--- src/rtl/pwm_pkg.sv ---
// ---------------------------------------------------------------------------
// pwm_pkg
//   Shared constants and types for the PWM capture block.
//   - PWM_RESOLUTION : default counter resolution in bits; the measurement
//                      counter itself is one bit wider (pwm_cnt_w()).
//   - cap_state_e    : capture FSM states.
// ---------------------------------------------------------------------------
package pwm_pkg;

    localparam int PWM_RESOLUTION = 8;

    typedef enum logic [1:0] {
        ACQUIRE = 2'd0,   // waiting for the first rising edge
        HIGH    = 2'd1,   // counting the high phase
        LOW     = 2'd2,   // counting the low phase
        STUCK   = 2'd3    // no edge for MAX clocks; counter frozen
    } cap_state_e;

    // Width of the period/high counters for a given resolution.
    function automatic int pwm_cnt_w(input int res);
        return res + 1;
    endfunction

endpackage

--- src/rtl/sync_2ff.sv ---
// ---------------------------------------------------------------------------
// sync_2ff
//   Two-flop synchroniser bringing an asynchronous level into i_clk.
//   Ports:
//     i_clk   : destination clock
//     i_rst_n : asynchronous active-low reset, clears both flops
//     i_d     : asynchronous input level
//     o_q     : synchronised level (2 clocks of latency)
// ---------------------------------------------------------------------------
module sync_2ff (
    input  logic i_clk,
    input  logic i_rst_n,
    input  logic i_d,
    output logic o_q
);

    logic meta;

    always_ff @(posedge i_clk or negedge i_rst_n) begin
        if (!i_rst_n) begin
            meta <= 1'b0;
            o_q  <= 1'b0;
        end else begin
            meta <= i_d;
            o_q  <= meta;
        end
    end

endmodule

--- src/rtl/pwm_capture.sv ---
// ---------------------------------------------------------------------------
// pwm_capture
//   Measures an asynchronous PWM waveform: the number of clocks between
//   consecutive rising edges (period) and the number of clocks the line was
//   high within that period. Reports with a one-cycle o_valid strobe; a line
//   that shows no edge for MAX = 2^(RESOLUTION+1)-1 clocks is reported as
//   stuck (o_stuck=1, o_period=0, o_high=MAX or 0).
//
//   Parameters:
//     RESOLUTION : counter resolution; outputs are RESOLUTION+1 bits wide.
//   Ports:
//     i_clk    : clock, all logic on rising edge
//     i_rst_n  : asynchronous active-low reset
//     i_pwm    : PWM input, asynchronous to i_clk
//     o_period : clocks between consecutive rising edges (0 when stuck)
//     o_high   : clocks high within that period (MAX/0 when stuck high/low)
//     o_valid  : one-cycle strobe, outputs updated
//     o_stuck  : 1 = no edge for MAX clocks
//
//   Build option:
//     PWM_CAPTURE_GLITCH_FILTER_EN : when defined, a level change is accepted
//       only after two consecutive identical synchronised samples, so 1-clock
//       pulses are dropped at the cost of one extra cycle of latency.
// ---------------------------------------------------------------------------
module pwm_capture
    import pwm_pkg::*;
#(
    parameter int RESOLUTION = PWM_RESOLUTION
) (
    input  logic                  i_clk,
    input  logic                  i_rst_n,
    input  logic                  i_pwm,
    output logic [RESOLUTION:0]   o_period,
    output logic [RESOLUTION:0]   o_high,
    output logic                  o_valid,
    output logic                  o_stuck
);

    localparam int            CW  = pwm_cnt_w(RESOLUTION);
    localparam logic [CW-1:0] MAX = {CW{1'b1}};
    localparam logic [CW-1:0] ONE = CW'(1);

    // -----------------------------------------------------------------------
    // Input conditioning
    // -----------------------------------------------------------------------
    logic pwm_sync;   // synchronised line
    logic pwm_lvl;    // last accepted level; edges are changes against it
    logic accept;     // current sample may be taken as the new level
    logic rise;
    logic fall;

    sync_2ff u_sync (
        .i_clk   (i_clk),
        .i_rst_n (i_rst_n),
        .i_d     (i_pwm),
        .o_q     (pwm_sync)
    );

`ifdef PWM_CAPTURE_GLITCH_FILTER_EN
    // A change only counts once the synchronised line has shown the same
    // value on two consecutive clocks; a single-clock pulse never does.
    logic pwm_sync_d;

    always_ff @(posedge i_clk or negedge i_rst_n) begin
        if (!i_rst_n) begin
            pwm_sync_d <= 1'b0;
            pwm_lvl    <= 1'b0;
        end else begin
            pwm_sync_d <= pwm_sync;
            if (accept)
                pwm_lvl <= pwm_sync;
        end
    end

    assign accept = (pwm_sync == pwm_sync_d);
`else
    // Unfiltered: the accepted level is simply the one-cycle-delayed copy.
    always_ff @(posedge i_clk or negedge i_rst_n) begin
        if (!i_rst_n)
            pwm_lvl <= 1'b0;
        else
            pwm_lvl <= pwm_sync;
    end

    assign accept = 1'b1;
`endif

    assign rise = accept &  pwm_sync & ~pwm_lvl;
    assign fall = accept & ~pwm_sync &  pwm_lvl;

    // -----------------------------------------------------------------------
    // Capture FSM with registered report outputs
    // -----------------------------------------------------------------------
    // The counter is loaded with 1 in the cycle a rising edge is seen and
    // increments every cycle after, so on the next edge it holds exactly the
    // number of clocks elapsed since the rising edge.
    cap_state_e     state;
    logic [CW-1:0]  cnt;
    logic [CW-1:0]  high_cnt;

    always_ff @(posedge i_clk or negedge i_rst_n) begin
        if (!i_rst_n) begin
            state    <= ACQUIRE;
            cnt      <= '0;
            high_cnt <= '0;
            o_period <= '0;
            o_high   <= '0;
            o_valid  <= 1'b0;
            o_stuck  <= 1'b0;
        end else begin
            o_valid <= 1'b0;

            case (state)
                // Partial periods are never reported: wait for a rising edge
                // to start a full measurement.
                ACQUIRE: begin
                    if (rise) begin
                        cnt   <= ONE;
                        state <= HIGH;
                    end
                end

                HIGH: begin
                    if (fall) begin
                        high_cnt <= cnt;
                        cnt      <= (cnt == MAX) ? cnt : cnt + ONE;
                        state    <= LOW;
                    end else if (cnt == MAX) begin
                        o_period <= '0;
                        o_high   <= MAX;
                        o_stuck  <= 1'b1;
                        o_valid  <= 1'b1;
                        state    <= STUCK;
                    end else begin
                        cnt <= cnt + ONE;
                    end
                end

                LOW: begin
                    if (rise) begin
                        o_period <= cnt;
                        o_high   <= high_cnt;
                        o_stuck  <= 1'b0;
                        o_valid  <= 1'b1;
                        cnt      <= ONE;
                        state    <= HIGH;
                    end else if (cnt == MAX) begin
                        o_period <= '0;
                        o_high   <= '0;
                        o_stuck  <= 1'b1;
                        o_valid  <= 1'b1;
                        state    <= STUCK;
                    end else begin
                        cnt <= cnt + ONE;
                    end
                end

                // Counter frozen. A rising edge starts a fresh measurement
                // right away; a falling edge (leaving stuck-high) has no
                // valid period start, so go back to acquiring.
                STUCK: begin
                    if (rise) begin
                        cnt   <= ONE;
                        state <= HIGH;
                    end else if (fall) begin
                        state <= ACQUIRE;
                    end
                end

                default: state <= ACQUIRE;
            endcase
        end
    end

endmodule

--- config.mk ---
export PLATFORM = sky130hd
export DESIGN_NAME = pwm_capture
export DESIGN_NICKNAME = d
export VERILOG_FILES = /design/src/rtl/pwm_pkg.sv /design/src/rtl/sync_2ff.sv /design/src/rtl/pwm_capture.sv
export SDC_FILE = /design/constraint.sdc
export NUM_CORES = 1
export LEC_CHECK = 0
export CORE_ASPECT_RATIO = 0.9
export CORE_MARGIN = 2
export CORE_UTILIZATION = 30
export CTS_BUF_LIST = sky130_fd_sc_hd__clkbuf_8
export DETAILED_ROUTE_END_ITERATION = 8
export PLACE_DENSITY_LB_ADDON = 0.05
export SETUP_SLACK_MARGIN = 0.15
export SLEW_MARGIN = 20
export SYNTH_ARGS = -nofsm -noshare
export SYNTH_HDL_FRONTEND = slang
export SYNTH_SLANG_ARGS = --single-unit
--- constraint.sdc ---
create_clock -name i_clk -period 2.37 [get_ports i_clk]
set_clock_uncertainty 0.05 [all_clocks]
set_input_delay 0.474 -clock i_clk [delete_from_list [all_inputs] [get_ports i_clk]]
set_output_delay 0.474 -clock i_clk [all_outputs]
set_load 0.02 [all_outputs]
; After elaboration in Yosys (flattened, before gate mapping)
; Index checks and enable logic that the tools add are counted.
[totals]
reg_bits = 43
out_inout_bits = 20
input_bits = 3
elab_cells = 60
[classes]
n_addsub = 1
bitwise = 4
eq_ne = 10
muxes = 28
reduce_logical = 7
[ops]
columns = op, n
row1 = $mux W9, 10
row2 = $pmux W9 S2, 2
row3 = $pmux W9 S3, 1
row4 = $mux W2, 6
row5 = $add A9 B1 Y9 const B, 1
row6 = $eq A9 B9 Y1 const B, 1
row7 = $pmux W2 S4, 1
row8 = $mux W1, 6
row9 = $ne A2 B2 Y1 const B, 3
row10 = $ne A3 B3 Y1 const B, 2
row11 = $reduce_and A2 Y1, 3
row12 = $eq A2 B2 Y1 const B, 2
row13 = $pmux W1 S2, 2
row14 = $reduce_and A4 Y1, 1
row15 = $and A1 B1 Y1, 2
row16 = $eq A2 B1 Y1 const B, 1
row17 = $logic_not A2 Y1, 1
row18 = $ne A2 B1 Y1 const B, 1
row19 = $not A1 Y1, 2
row20 = $reduce_bool A2 Y1, 1
row21 = $reduce_or A2 Y1, 1

; Depth between registers and ports, before layout
[logic_depth]
ltp_word = 5
mapped_depth = 7
mapped_depth_nobuf = 6

; Cells and area by module
; Synthesis repeated with hierarchy kept, for this count alone.
[hier_totals]
cells_unflattened = 177
area_unflattened_um2 = 2044.5
[by_module_without_submodules]
columns = mod, seq_area_each_um2, instances, cells_each, area_per_inst_um2
row1 = pwm_capture, 1026.0, 1, 175, 1994.4
row2 = sync_2ff, 50.0, 1, 2, 50.0

; Least setup slack after synthesis
; No wires, ideal clock.
[synth_path]
kind = register -> register
start = register state[1]
end = register cnt[7]
t_required_ns = 2.242
synth_period_minus_slack_ns = 1.860
n_path_buf = 1
slack_ns = 0.510
t_arrival_ns = 1.732
stages_incl_launch_ff = 8
path_cell_list = dfrtp_1 -> inv_1 -> ha_1 -> buf_2 -> or2_2 -> o31ai_4 -> or4_1 -> a21oi_1
[synth_via]
elab_chain_len = 3
word_cells_on_any_way = 7
cone_classes = eq/ne (4) / mux (1) / reduce/logical (2)
[synth_rtl]
columns = item, line
row1 = from (decl), pwm_capture.sv:97  ; cap_state_e state;
row2 = from (signal assigned), pwm_capture.sv:103  ; state <= ACQUIRE;
row3 = from (signal assigned), pwm_capture.sv:119  ; state <= HIGH;
row4 = from (signal assigned), pwm_capture.sv:127  ; state <= LOW;
row5 = $eq A2 B2 Y1 or $logic_not A2 Y1 (tied branches), pwm_capture.sv:113  ; case (state)
row6 = $reduce_or A2 Y1 (no source line), -
row7 = $pmux W9 S3 or $ne A2 B1 Y1 (tied branches), -
row8 = to (signal assigned), pwm_capture.sv:126  ; cnt <= (cnt == MAX) ? cnt : cnt + ONE;
row9 = to (signal assigned), pwm_capture.sv:135  ; cnt <= cnt + ONE;
row10 = to (signal assigned), pwm_capture.sv:154  ; cnt <= cnt + ONE;
row11 = to (decl), pwm_capture.sv:98  ; logic [CW-1:0] cnt;
; Parallel ways exist; a longest one is shown, timed or not.
; A chain may end at the register's enable or synchronous reset.

; Worst setup path in the final report
[layout_path]
start = register state[0]
end = register cnt[7]
; Same word-level chain as after synthesis.

==> results.cfg <==
[status]
outcome = complete, no violations

[cells_and_area]
drive_above_1_share_pct = 18.8
layout_commonest_cell = dfrtp_1
final_cell_mix = dfrtp_1, nand2_1, clkdlybuf4s50_1, a21oi_1, mux2_2
fin_nets = 233
areaGrowthSynthToFinish_pct = 21.1
n_antenna_cell = 0
fillers = 669
regArea_um2 = 1080
multiInputGateArea_um2 = 940

[setup_path]
max_stage_delay_ns = 0.48
worstPathRequired_ns = 2.55
cp_max_fo = 10
critical_path_buf_inv_count = 1
crit_chain = inv_1 > ha_4 > or2_2 > o31ai_4 > or4_1 > a21oi_1
start_kind = flop
worst_setup_path_end_kind = flop
cpLargestDelayFamily = simple AND/OR/NAND/NOR gates
critPathSlowestCell = or4_1
crit_arrival_ns = 2.12
critPathKind = flop to flop

[detailed_routing]
wl_per_cell_um = 14.5
drt_iter0_markers = 56
wl_mm = 4.54
dr_total_vias = 1517
ant_nets = 0
drc = 0
drt_first_pass_iters = 4
avgViaCountPerCell = 4.85

[floorplanning]
core-area_um2 = 6620
boundaryPins = 23
die_x_um = 91.5
start_util_pct = 31.2
die_h_um = 82.7
dieArea_um2 = 7570
rows = 28

[hold_path]
min_path_type = input pin to async pin

[grt]
first_global_vias = 1536
antenna_found_initial = 0
grt_pass1_wl_mm = 7.65
grt_max_degree = 44
grt_remaining_overflow = 0
grt_util_all_layers_pct = 13.3

[timing]
final_max_slew_viol_count = 0
finalHoldViolations = 0
fin_crit_sh_pct = 82.1
max_freq_mhz = 514
period_minus_slack_ns = 1.95
finalSetupViolCount = 0
worst_pin_slew_ns = 0.555
setup_tns_ns = 0
relSlewSlack_pct = 63.0
rsz0062_at_grt = false

[pwr]
leakage_uw = 0.00103
powerDensity_nw_per_um2 = 1130
peakVddDrop_v = 0.000360
p_total_uw = 2820

[clock_network]
cts.path.max_buffers = 2
cts_hold_buf = 0
cts.sinks = 43
clk_latency_ns = 0.31
cts_max_level = 2
cts_buffers = 5
clkTransAtPathRegs_ns = 0.09
cts_tree = built
ctsRootBufferMaster = clkbuf_8

[yosys]
async_flop_share_pct = 100
synth_area_leader_cell = dfrtp_1
synthTopCellsByArea = dfrtp_1, mux2_2, nand2_1
ys_ff_latch = 43
ys_seq_area_share_pct = 52.1
synth_top_area_share_pct = 52.1
ys.flop_type = dfrtp_1
netlist-cell-type-count = 35
synth_area_per_cell_um2 = 10.5
synth_edf_count = 0
synth_cells = 196
netlist_area_um2 = 2070
ys_warn_count = 0
syn_nets = 207

[placed_design]
port_buffers = 22
gp_congestion = 0.811
place_hpwl_mm = 3.19

[job]
cap_violations = 0
==> stage by stage <==
step                      cells  setup WS (ns)  hold slack (ns)  instance area, µm²  util, %
final                       313          0.425            0.185                2500     37.8
after global routing        313          0.253            0.238                2500     37.8
after CTS                   313          0.244            0.209                2490     37.6
after detailed placement    305          0.282            0.291                2400     36.2
after global placement      305          0.318            0.291                2400     36.2
after floorplan             196          0.510            0.128                2070        -
==> per-layer routing <==
metal	GRT usage [%]	share of wire, %	up-vias
li1	-	-	728
met1	16.9	48	751
met2	21.5	47	30
met3	3.27	3.9	8
met4	6.06	1.7	0
met5	0	0	-
==> power by group <==
group	total (µW)	switching, µW	internal, µW
Clock	480	275	205
Combinational	1300	693	603
Sequential	1040	124	920
==> repair_timing <==
| item | 4_1_cts | 5_1_grt |
|---|---|---|
| setup endpoints to repair | 0 | 2 |
| buffers inserted | 0 | 0 |
| gates resized for setup | 0 | 3 |
==> flip-flops by register name (all words and copies together), names as in the netlist, 2 cells and up <==
name	flops
high_cnt	9
state	2
cnt	9
o_period	9
o_high	9
==> worst reg2reg max path, cell delays in order (launching register included) <==
cell and delay (ns):
dfrtp_1 0.39, inv_1 0.12, ha_4 0.35, or2_2 0.19
o31ai_4 0.13, or4_1 0.48, a21oi_1 0.17
==> cells by family after synthesis <==
logic type      Yosys count  share of synthesized area [%]
simple gates             70                           17.0
flops                    43                           52.1
compound gates           39                           12.7
mux                      18                           9.81
buf+inv                  17                           3.21
fa+ha+maj                 8                           4.84
xor+xnor                  1                          0.424
==> path summary, 6_finish.rpt <==
path                              from           to  slack, ns  depth (start not counted)
min in group i_clk         u_sync.meta   u_sync.o_q       0.31                          0
max in group asynchronous      i_rst_n  o_period[8]       1.70                          2
hold reg to reg            u_sync.meta   u_sync.o_q       0.31                          0
setup / recovery              state[0]       cnt[7]       0.42                          6
setup reg to reg              state[0]       cnt[7]       0.42                          6
hold / removal                 i_rst_n  u_sync.meta       0.19                          2
==> synthesized netlist by cell type, types with 2 or more instances <==
cell type and n:
and2_1 2, ha_1 8, buf_2 2, nand3_1 4, dfrtp_1 43, a21oi_1 18
nand2_1 34, nor2_1 13, clkbuf_1 6, o21ai_0 7, mux2_2 18, and3_1 2
nor3b_1 2, or2_2 2, o31ai_1 3, a211oi_1 2, or3_1 3, inv_1 9
or4_1 2
==> cell type report <==
| class | instances | area share (%) |
|---|---|---|
| Multi-Input combinational cell | 136 | 37.5 |
| Tap cell | 90 | 4.50 |
| Clock inverter | 3 | 0.800 |
| Sequential cell | 43 | 43.0 |
| Clock buffer | 5 | 2.75 |
| Timing Repair Buffer | 27 | 10.1 |
| Inverter | 9 | 1.35 |
Power figures use the tool's default switching activity.
